[src/rtl/fetch_pkg.sv]
// Shared types and constants for the instruction fetch stage.
package fetch_pkg;

    localparam int D_DEF  = 12;
    localparam int W_DEF  = 9;
    localparam int QDEPTH = 2;

    typedef enum logic {
        RUN    = 1'b0,
        HALTED = 1'b1
    } fetch_state_e;

    typedef struct packed {
        logic [W_DEF-1:0] code;
        logic [D_DEF-1:0] pc;
    } fetch_entry_t;

endpackage

[src/rtl/fetch_queue.sv]
// Two-entry instruction queue; entry 0 is always the head, so an emptied
// queue keeps presenting the last head value.
module fetch_queue
    import fetch_pkg::*;
(
    input  logic         clk,
    input  logic         reset,
    input  logic         push,
    input  fetch_entry_t push_data,
    input  logic         pop,
    input  logic         flush,
    output logic [1:0]   count,
    output fetch_entry_t head
);

    fetch_entry_t e0_q, e0_d;
    fetch_entry_t e1_q, e1_d;
    logic [1:0]   count_q, count_d;
    logic         pop_ok;

    always_comb begin
        e0_d    = e0_q;
        e1_d    = e1_q;
        count_d = count_q;
        pop_ok  = pop && (count_q != 2'd0);

        if (flush) begin
            count_d = 2'd0;
        end else begin
            if (pop_ok) begin
                if (count_q == 2'd2) begin
                    e0_d = e1_q;
                end
                count_d = count_q - 2'd1;
            end
            if (push) begin
                if (count_d == 2'd0) begin
                    e0_d = push_data;
                end else begin
                    e1_d = push_data;
                end
                count_d = count_d + 2'd1;
            end
        end
    end

    always_ff @(posedge clk) begin
        if (reset) begin
            e0_q    <= '0;
            e1_q    <= '0;
            count_q <= 2'd0;
        end else begin
            e0_q    <= e0_d;
            e1_q    <= e1_d;
            count_q <= count_d;
        end
    end

    assign count = count_q;
    assign head  = e0_q;

endmodule

[src/rtl/fetch_unit.sv]
// Instruction fetch stage: owns the PC, drives the synchronous ROM and feeds
// decode through a 2-entry queue, honouring redirects and halts from decode.
module fetch_unit
    import fetch_pkg::*;
#(
    parameter int D     = D_DEF,
    parameter int W     = W_DEF,
    parameter int DEPTH = QDEPTH
) (
    input  logic         clk,
    input  logic         reset,
    output logic [D-1:0] rom_addr,
    input  logic [W-1:0] rom_data,
    output logic [W-1:0] instr,
    output logic [D-1:0] instr_pc,
    output logic         instr_valid,
    input  logic         instr_ready,
    input  logic         redirect_en,
    input  logic         redirect_abs,
    input  logic [D-1:0] target,
    input  logic         halt,
    output logic         done
);

    fetch_state_e state_q, state_d;
    logic [D-1:0] fetch_pc_q, fetch_pc_d;
    logic [D-1:0] rd_pc_q, rd_pc_d;
    logic         inflight_q, inflight_d;
    logic         done_q, done_d;

    logic         accept, take_halt, take_redir, flush, issue;
    logic [2:0]   occupancy, limit;
    logic [1:0]   q_count;
    fetch_entry_t push_entry, head_entry;

    assign push_entry  = '{code: rom_data, pc: rd_pc_q};
    assign instr_valid = (q_count != 2'd0);

    always_comb begin
        accept     = instr_valid && instr_ready;
        take_halt  = accept && halt;
        take_redir = accept && redirect_en && !halt;
        flush      = take_halt || take_redir;

        // Count the read in flight so the queue can never be overrun by it.
        occupancy  = {1'b0, q_count} + {2'b0, inflight_q};
        limit      = 3'(DEPTH) + {2'b0, accept};
        issue      = (state_q == RUN) && !flush && (occupancy < limit);

        fetch_pc_d = fetch_pc_q;
        if (take_redir) begin
            fetch_pc_d = redirect_abs ? target : (instr_pc + target);
        end else if (issue) begin
            fetch_pc_d = fetch_pc_q + D'(1);
        end

        inflight_d = issue;
        rd_pc_d    = issue ? fetch_pc_q : rd_pc_q;
        state_d    = take_halt ? HALTED : state_q;
        done_d     = done_q || take_halt;
    end

    always_ff @(posedge clk) begin
        if (reset) begin
            state_q    <= RUN;
            fetch_pc_q <= '0;
            rd_pc_q    <= '0;
            inflight_q <= 1'b0;
            done_q     <= 1'b0;
        end else begin
            state_q    <= state_d;
            fetch_pc_q <= fetch_pc_d;
            rd_pc_q    <= rd_pc_d;
            inflight_q <= inflight_d;
            done_q     <= done_d;
        end
    end

    // A flush drops the returning word of a killed read at the same edge.
    fetch_queue u_queue (
        .clk       (clk),
        .reset     (reset),
        .push      (inflight_q),
        .push_data (push_entry),
        .pop       (accept),
        .flush     (flush),
        .count     (q_count),
        .head      (head_entry)
    );

    assign instr    = head_entry.code;
    assign instr_pc = head_entry.pc;
    assign rom_addr = fetch_pc_q;
    assign done     = done_q;

endmodule

[config.mk]
export PLATFORM = sky130hd
export DESIGN_NAME = fetch_unit
export DESIGN_NICKNAME = d
export VERILOG_FILES = /design/src/rtl/fetch_pkg.sv /design/src/rtl/fetch_queue.sv /design/src/rtl/fetch_unit.sv
export SDC_FILE = /design/constraint.sdc
export NUM_CORES = 1
export LEC_CHECK = 0
export ABC_AREA = 1
export CAP_MARGIN = 20
export CORE_MARGIN = 3
export CORE_UTILIZATION = 30
export CTS_CLUSTER_SIZE = 14
export DETAILED_ROUTE_END_ITERATION = 7
export PLACE_DENSITY = 0.61
export SYNTH_ARGS = -nofsm -noshare
export SYNTH_HDL_FRONTEND = slang
export SYNTH_SLANG_ARGS = --single-unit
[constraint.sdc]
create_clock -name clk -period 2.1 [get_ports clk]
set_input_delay 0.21 -clock clk [delete_from_list [all_inputs] [get_ports clk]]
set_output_delay 0.21 -clock clk [all_outputs]
set_load 0.03 [all_outputs]
## After elaboration in Yosys (flattened, before gate mapping)

Cells that the tools add are included.

| operators by class | value |
|---|---|
| equality and inequality tests | 1 |
| reduce and logical (&&, ||, !) cells | 16 |
| add/subtract/negate cells | 6 |
| multiplexer cells | 10 |
| bitwise gates (word level) | 3 |
| magnitude comparators | 1 |

Operator list:

| operator | count |
|---|---|
| two-way mux 21 bit | 4 |
| two-way mux 12 bit | 3 |
| adder 12 x 1 -> 12 bit (second input constant) | 1 |
| adder 12 bit | 1 |
| logical AND 1 bit | 7 |
| two-way mux 2 bit | 3 |
| nonzero test 2 bit | 2 |
| adder 2 x 1 -> 3 bit | 1 |
| adder 2 x 1 -> 3 bit (first input constant) | 1 |
| < comparator 3 bit | 1 |
| NOT 1 bit | 3 |
| AND reduction 3 bit | 1 |
| adder 2 x 1 -> 2 bit (second input constant) | 1 |
| == test 2 bit (second input constant) | 1 |
| zero test 1 bit | 2 |
| zero test 2 bit | 1 |
| logical OR 1 bit | 2 |
| OR reduction 2 bit | 1 |
| subtractor 2 x 1 -> 2 bit (second input constant) | 1 |

| word-level totals | value |
|---|---|
| word-level logic and storage cells | 47 |
| register bits | 71 |
| output and inout bits | 35 |

## Depth between registers and ports, before layout

Gate-level depths: netlist of run 1.

| logic depth | value |
|---|---|
| depth after elaboration | 10 |
| mapped depth | 15 |

## Modules after synthesis

Synthesis of run 1 repeated with hierarchy kept, for this count alone.

| unflattened totals | value |
|---|---|
| cell total of the unflattened synthesis | 658 |
| area, all modules | 4371.7 sq um |

Modules (own cells, without submodules):

| module | area each (sq um) | cells an instance | seq. area each (sq um) | times used |
|---|---|---|---|---|
| fetch_queue | 2193.4 | 313 | 880.8 | 1 |
| fetch_unit | 2178.3 | 345 | 540.5 | 1 |

## Worst setup path before layout of run 1

Ideal clock, no wire load.

| timing | value |
|---|---|
| kind | flip-flop to flip-flop |
| from | reg u_queue.count_q[0] (netlist: u_queue.count[0]) |
| to | reg u_queue.e0_q, in the netlist u_queue.head[6] |
| clock period less this slack | 2.068 ns |
| slack | 0.032 ns |
| data arrival time | 1.977 ns |
| required time | 2.009 ns |
| cell stages (with the launch flop) | 12 |
| setup time | 0.091 ns |
| path through | dfxtp_1 -> inv_1 -> ha_1 -> inv_2 -> nand2_4 -> o21ai_0 -> inv_1 -> ha_1 -> nand2_2 -> clkbuf_1 -> nand2_1 -> a311oi_1 |

| between the ends | value |
|---|---|
| cells in the longest elaborated chain, start to end | 8 |
| elaborated cells on any way between the ends | 16 |

Ends and longest elaborated chain:

| element | RTL line | RTL |
|---|---|---|
| start, declared | fetch_queue.sv:18 | `logic [1:0] count_q, count_d;` |
| start signal, assigned | fetch_queue.sv:55 | `count_q <= count_d;` |
| nonzero test 2 bit * | fetch_unit.sv:37 | `assign instr_valid = (q_count != 2'd0);` |
| named net instr_valid | fetch_unit.sv:16 | `output logic instr_valid,` |
| logical AND 1 bit | fetch_unit.sv:40 | `accept = instr_valid && instr_ready;` |
| logical AND 1 bit | fetch_queue.sv:25 | `pop_ok = pop && (count_q != 2'd0);` |
| two-way mux 2 bit | fetch_queue.sv:30 | `if (pop_ok) begin` |
| two-way mux 2 bit | fetch_queue.sv:27 | `if (flush) begin` |
| zero test 2 bit | fetch_queue.sv:37 | `if (count_d == 2'd0) begin` |
| two-way mux 21 bit | fetch_queue.sv:37 |  |
| two-way mux 21 bit | fetch_queue.sv:36 | `if (push) begin` |
| end signal, assigned | fetch_queue.sv:49 | `e0_q <= '0;` |
| end signal, assigned | fetch_queue.sv:53 | `e0_q <= e0_d;` |
| end, declared | fetch_queue.sv:16 | `fetch_entry_t e0_q, e0_d;` |

Mark *: on every way through the listed nets, which the timed path passes. The rest lies on a longest branch. The select of a mux whose other input is x is not followed.
A chain may end at the register's enable or synchronous reset.

## Final worst setup path of run 1

| timing | value |
|---|---|
| from | reg u_queue.count_q[0] (netlist: u_queue.count[0]) |
| to | reg u_queue.e0_q, in the netlist u_queue.head[3] |

| between the ends | value |
|---|---|
| cells in the longest elaborated chain, start to end | 8 |
| elaborated cells on any way between the ends | 16 |

Ends and longest elaborated chain:

| element |
|---|
| parallel branches: the longest is 8 deep, another holds subtractor 2 x 1 -> 2 bit |

Parallel ways; which one is timed is not known. The select of a mux whose other input is x is not followed.

==> results.json, run 1 <==
{
  "grtUsageTotal_pct": 15.74,
  "synth_seq_cells": 71,
  "drt-vias-per-instance": 4.779,
  "finalSetupViolations": 0,
  "grt_first_pass_wirelength_mm": 18.42,
  "yosysSeqAreaShare_pct": 36.13,
  "fin_util_pct": 41.19,
  "place.port_buffers": 61,
  "drv_cap": 0,
  "comb_power_share_pct": 54.3,
  "die_area_mm2": 0.01452,
  "slew_headroom_pct": 69.37,
  "htree_levels": 3,
  "place_hpwl_mm": 8.231,
  "cts_inserted_buffers": 9,
  "ir_worst_vdd_mv": 0.7154,
  "root_buffer": "clkbuf_16",
  "drive_gt1_share_pct": 11.59,
  "first_pass_iters": 4,
  "wl_per_cell_um": 14.27,
  "crit_type": "reg -> reg",
  "vias": 3914,
  "fp-row-count": 41,
  "place_ws_ps": -58.27,
  "tightest_slew_ps": 459.4,
  "antenna_found_initial": 0,
  "coreArea_mm2": 0.01272,
  "clockBufferDepth": 2,
  "crit-reg2reg-launch": "u_queue.count[0]$_SDFF_PP0_",
  "skew_ps": 8.348,
  "synthArstFlopShare_pct": 0,
  "grt_max_degree": 40,
  "wl_mm": 11.68,
  "netlist.area_leader.share_pct": 36.13,
  "critPathMaxStageDelay_ps": 360,
  "seqPwrFrac_pct": 27.7,
  "boundaryPins": 62,
  "crit_fanout": 9,
  "drv_slew": 0,
  "die_y_um": 120.5,
  "synth_area_leaders": "dfxtp_1 (36%), nand2_1 (13%), a21oi_1 (7.8%), o21ai_0 (5.9%), ha_1 (5.4%)",
  "synth_edf_count": 0,
  "switchingPower_w": 0.003522,
  "first_iter_violations": 300,
  "setup_tns_ps": 0,
  "power_frac_clock_pct": 18.0,
  "leakage_nw": 2.170,
  "ys_warn_count": 0,
  "cts_tree": "yes",
  "nNetsFinal": 687,
  "yosysMostFrequentCell": "nand2_1",
  "synthFlopType": "dfxtp_1",
  "rsz0062_at_grt": "true",
  "clk_latency_ps": 330,
  "cts.sinks": 71,
  "slowest_stage": "dfxtp_4",
  "swShare_pct": 44.37,
  "initial_core_util_pct": 30.92,
  "cp_common_cell": "nand2_4",
  "synth_top_cells_by_count": "nand2_1 (137), dfxtp_1 (71), a21oi_1 (61)",
  "gr-total-overflow": 0,
  "critPathLaunch": "u_queue.count[0]$_SDFF_PP0_",
  "max_freq_mhz": 489.7,
  "hp-start": "u_queue.e1_q[10]$_SDFFE_PP0P_",
  "outcome": "finished, final reports clean",
  "grt_pass1_vias": 3693,
  "die_w_um": 120.5,
  "hold_viol_final": 0,
  "syn_area_mm2": 0.003934,
  "fin_ws_ps": 58.00,
  "antenna_cells": 0,
  "crit_required_ps": 2340,
  "finalCritPeriodShare_pct": 97.24,
  "path_cells": "inv_1 > ha_1 > inv_2 > nand2_4 > xor2_2 > ha_4 > nand2_4 > nand2_1 > nand2_2 > clkinv_4 > buf_12 > nor2_1 > a311oi_2",
  "routabilityCongestion": 0.9603,
  "worstPathArrival_ps": 2290,
  "syn-num-nets": 612,
  "hp-class": "reg -> reg",
  "power_density_mw_per_mm2": 1515,
  "avgSynthCellArea_um2": 6.938,
  "drc": 0,
  "area_delta_synth_final_pct": 33.21,
  "synth_top_cell_by_area": "dfxtp_1",
  "syn_inst": 567,
  "internal_power_w": 0.004415,
  "start_kind": "flip-flop",
  "min_period_ps": 2042,
  "drtAntennaViolNets": 0,
  "ys_types": 34,
  "clkTransAtPathRegs_ps": 60,
  "crit_path_end_kind": "flip-flop"
}
-- layout by cell type, fill, tap and decap left out, drive strengths merged --
master | netlist | routed
fa | 1 | 1
o21ai | 50 | 50
xnor2 | 2 | 2
a211oi | 2 | 2
clkdlybuf4s50 | 0 | 61
clkinv | 1 | 5
o211ai | 2 | 2
nand3 | 39 | 39
a21oi | 62 | 62
ha | 17 | 17
xor2 | 8 | 8
nand4 | 4 | 4
nor3 | 6 | 6
clkbuf | 11 | 12
dfxtp | 71 | 71
nand2 | 143 | 143
nand3b | 2 | 2
a311oi | 11 | 11
nor2 | 56 | 56
mux2i | 4 | 4
inv | 56 | 57
or2 | 3 | 3
buf | 16 | 28
clkinvlp | 0 | 1
-- final cells by class --
class | instances | area [um2]
fill | 1342 | 7482
multi-input combinational | 412 | 2181
sequential | 71 | 1426
timing repair buffer | 91 | 915.9
clock buffer | 10 | 239.0
inverter | 57 | 219.0
tap | 172 | 215.2
clock inverter | 6 | 43.79
-- per-layer routing --
metal / vias to the layer above / track usage (%) / share of wire, % / routed length (um)
li1: 2024 / - / - / -
met1: 1774 / 21.94 / 50 / 5847
met2: 101 / 24.07 / 43 / 5026
met3: 15 / 3.508 / 5.0 / 589
met4: 0 / 5.312 / 1.9 / 220
met5: - / 0 / 0 / 0
-- registers in the layout (all words and copies together), names as in the netlist --
register	count
u_queue.e1_q	21
u_queue.count	2
state_q	1
rd_pc_q	12
rom_addr	12
u_queue.head	21
done	1
inflight_q	1
-- through the flow --
stage / hold WS [ps] / instance area (um2) / power, W / instances
floorplan: 375.1 / 3934 / 0.004793 / 567
global placement: 437.9 / 4807 / 0.006105 / 797
detailed placement: 440.1 / 4807 / 0.006146 / 797
CTS: 447.5 / 5099 / 0.007614 / 813
global route: 470.6 / 5240 / 0.008532 / 819
finish: 446.1 / 5240 / 0.007937 / 819
-- kinds of logic after synthesis --
kind of cell	count (synthesis)	synth area share (%)
and+or+nand+nor	253	27.04
AOI/OAI and AO/OA	127	17.88
buffers and inverters	84	9.796
DFF	71	36.13
adders and majority gates	18	5.916
xor gates and xnor gates	10	2.227
muxes	4	1.018
-- worst max-delay path, delay by kind of cell, from the launching register on --
kind / cells / cell delay [ps]
and+or+nand+nor: 5 / 370
xor gates and xnor gates: 1 / 230
adders and majority gates: 2 / 390
AOI/OAI and AO/OA: 1 / 230
buffers and inverters: 4 / 390
DFF: 1 / 360
-- worst paths after layout --
path	slack (ps)	to	cells past startpoint
min	450	u_queue.e1_q[10]$_SDFFE_PP0P_	2
max	60	u_queue.head[3]$_SDFFE_PP0N_	13
max reg2reg	60	u_queue.head[3]$_SDFFE_PP0N_	13
min reg2reg	450	u_queue.e1_q[10]$_SDFFE_PP0P_	2
-- power groups by stage --
stage | sequential [W] | combinational, W | clock, W
finish | 0.00220 | 0.00431 | 0.00143
global route | 0.00225 | 0.00475 | 0.00153
CTS | 0.00218 | 0.00398 | 0.00146
detailed placement | 0.00219 | 0.00396 | 0
global placement | 0.00219 | 0.00391 | 0
floorplan | 0.00258 | 0.00222 | 0
-- what timing repair did --
item,4_1_cts,5_1_grt
gates resized for setup,2,16
setup endpoints to repair,3,40
hold buffers,0,0
hold endpoints to repair,0,0
pin swaps,0,3
setup buffers,0,2
gates cloned,0,4
Note: power is estimated with default switching activity, not from simulation.
==> run 2, diff against run 1 <==
--- a/config.mk
+++ b/config.mk
@@ -7,7 +7,6 @@
 export LEC_CHECK = 0
 export ABC_AREA = 1
 export CAP_MARGIN = 20
-export CORE_MARGIN = 3
 export CORE_UTILIZATION = 30
 export CTS_CLUSTER_SIZE = 14
 export DETAILED_ROUTE_END_ITERATION = 7
==> run 2 against run 1 <==
Combinational power rose by 4.9%. Power rose by 5.4%. Worst hold slack improved by 12 ps. Sequential share of layout area fell by 0.77 points. Core utilization rose by 1.3 points. Non-clock buffer count rose by 3. Final cell count rose by 0.37%. Critical path depth did not move. Largest cell class unchanged. Via count rose by 3.2%. First-iteration DRC count fell by 8.3%. Count of clock-buffer cells in the layout did not move. Setup slack improved by 43 ps.
==> results.json, run 2 (same netlist as run 1, synthesis figures left out) <==
{
  "cts_tree": "yes",
  "die_area_mm2": 0.01357,
  "gr-total-overflow": 0,
  "finalCritPeriodShare_pct": 95.20,
  "nNetsFinal": 690,
  "placed_area_mm2": 0.004800,
  "cts_inserted_buffers": 9,
  "leakage_nw": 2.209,
  "setup_tns_ps": 0,
  "min_period_ps": 1999,
  "coreArea_mm2": 0.01272,
  "boundaryPins": 62,
  "clkTransAtPathRegs_ps": 60,
  "clk_latency_ps": 330,
  "path_cells": "inv_1 > ha_4 > inv_2 > nand2_4 > o21ai_2 > inv_2 > ha_2 > nand2_2 > nand2_1 > nand2_2 > clkinv_4 > clkbuf_16 > a311oi_2",
  "slew_headroom_pct": 60.05,
  "finalSetupViolations": 0,
  "drv_slew": 0,
  "initial_core_util_pct": 30.92,
  "drc": 0,
  "root_buffer": "clkbuf_16",
  "outcome": "finished, final reports clean",
  "place.port_buffers": 61,
  "start_kind": "flip-flop",
  "grtUsageTotal_pct": 16.66,
  "tightest_slew_ps": 598.5,
  "fp-row-count": 41,
  "regArea_mm2": 0.001429,
  "first_iter_violations": 275,
  "skew_ps": 5.895,
  "drive_gt1_share_pct": 14.31,
  "hold_viol_final": 0,
  "crit_fanout": 10,
  "crit_path_end_kind": "flip-flop",
  "die_w_um": 116.5,
  "htree_levels": 3,
  "drt-vias-per-instance": 4.916,
  "layout_commonest_cell": "nand2_1",
  "postCtsHoldBufs": 0,
  "crit_type": "reg -> reg",
  "holdWs_ps": 458.2,
  "postLayoutCellArea_mm2": 0.005403,
  "die_y_um": 116.5,
  "p_total_w": 0.008362,
  "antenna_cells": 0,
  "drtAntennaViolNets": 0,
  "critPathMaxStageDelay_ps": 360,
  "max_freq_mhz": 500.2,
  "ir_worst_vdd_mv": 0.7319,
  "grt_pass1_vias": 3566,
  "layout_common_cells": "nand2_1 (132), dfxtp_1 (69), clkdlybuf4s50_1 (61), a21oi_1 (60), nor2_1 (55)",
  "area_delta_synth_final_pct": 37.34,
  "first_pass_iters": 5,
  "multiInputGateArea_mm2": 0.002232,
  "wl_mm": 11.80,
  "fillers": 1276,
  "clockBufferDepth": 2,
  "place_hpwl_mm": 7.911,
  "antenna_found_initial": 0,
  "critPathTopFamily": "buffers and inverters",
  "slowest_stage": "dfxtp_4",
  "worstPathArrival_ps": 2230,
  "critPathBufInv": 5,
  "crit_required_ps": 2330,
  "vias": 4041,
  "drv_cap": 0,
  "cts.sinks": 71,
  "routabilityCongestion": 0.9493,
  "wl_per_cell_um": 14.36,
  "grt_max_degree": 41,
  "hp-class": "reg -> reg",
  "power_density_mw_per_mm2": 1548,
  "grt_first_pass_wirelength_mm": 17.45
}
-- run 2: cell types whose count changed in the layout (fill, tap and decap cells not counted), sizes merged --
cell and delta:
buf +1, bufinv +2, clkbuf +2, clkinv -2, clkinvlp +1, inv -1
-- run 2: final timing paths --
kind	from	endpoint	slack [ps]	cells past startpoint
max	u_queue.count[1]$_SDFF_PP0_	u_queue.head[11]$_SDFFE_PP0N_	100	13
min	state_q$_SDFFE_PP0P_	state_q$_SDFFE_PP0P_	460	2
max reg2reg	u_queue.count[1]$_SDFF_PP0_	u_queue.head[11]$_SDFFE_PP0N_	100	13
min reg2reg	state_q$_SDFFE_PP0P_	state_q$_SDFFE_PP0P_	460	2
-- run 2: per-layer routing --
metal | vias to the layer above | GRT usage (%) | wire [um]
li1 | 2029 | - | -
met3 | 12 | 2.906 | 731
met5 | - | 0 | 0
met1 | 1850 | 23.62 | 5674
met2 | 150 | 25.60 | 5244
met4 | 0 | 5.214 | 152
-- run 2: report_power, final --
part | switching [W] | total [W] | internal [W]
clock network | 0.000595 | 0.00164 | 0.00105
registers | 0.000402 | 0.00220 | 0.00179
logic | 0.00263 | 0.00452 | 0.00189
total | 0.00363 | 0.00836 | 0.00474
-- run 2: worst min-delay path: stages (launching register included) --
cell and delay [ps]:
dfxtp_1 310, inv_1 50, a21oi_1 50
-- run 2: what timing repair did --
item / 4_1_cts / 5_1_grt
pin swaps: 0 / 13
setup buffers: 0 / 4
gates resized for setup: 2 / 45
cloned: 0 / 6
hold endpoints to repair: 0 / 0
setup endpoints to repair: 2 / 40
-- run 2: cell type report --
class                   instances  area share, %
inverters                      57          4.122
clock inverters                 6          1.737
flip-flops and latches         71          26.45
multi-input cells             412          41.32
repair buffers                 94          18.16
well taps                     172          3.983
clock buffers                  10          4.238
-- run 2: per-stage QoR --
stage	setup WS (ps)	util, %	cells
detailed placement	-128.8	37.73	796
global route	-20.81	42.47	822
global placement	-79.58	37.73	796
finish	100.9	42.47	822
CTS	3.364	40.33	812
floorplan	31.82	-	567
==> run 3, diff against run 2 <==
--- a/config.mk
+++ b/config.mk
@@ -8,6 +8,7 @@
 export ABC_AREA = 1
 export CAP_MARGIN = 20
 export CORE_UTILIZATION = 30
+export CTS_CLUSTER_DIAMETER = 100
 export CTS_CLUSTER_SIZE = 14
 export DETAILED_ROUTE_END_ITERATION = 7
 export PLACE_DENSITY = 0.61
==> results of run 3 <==
Final layout, timing and power as in run 2 (identical DEF).
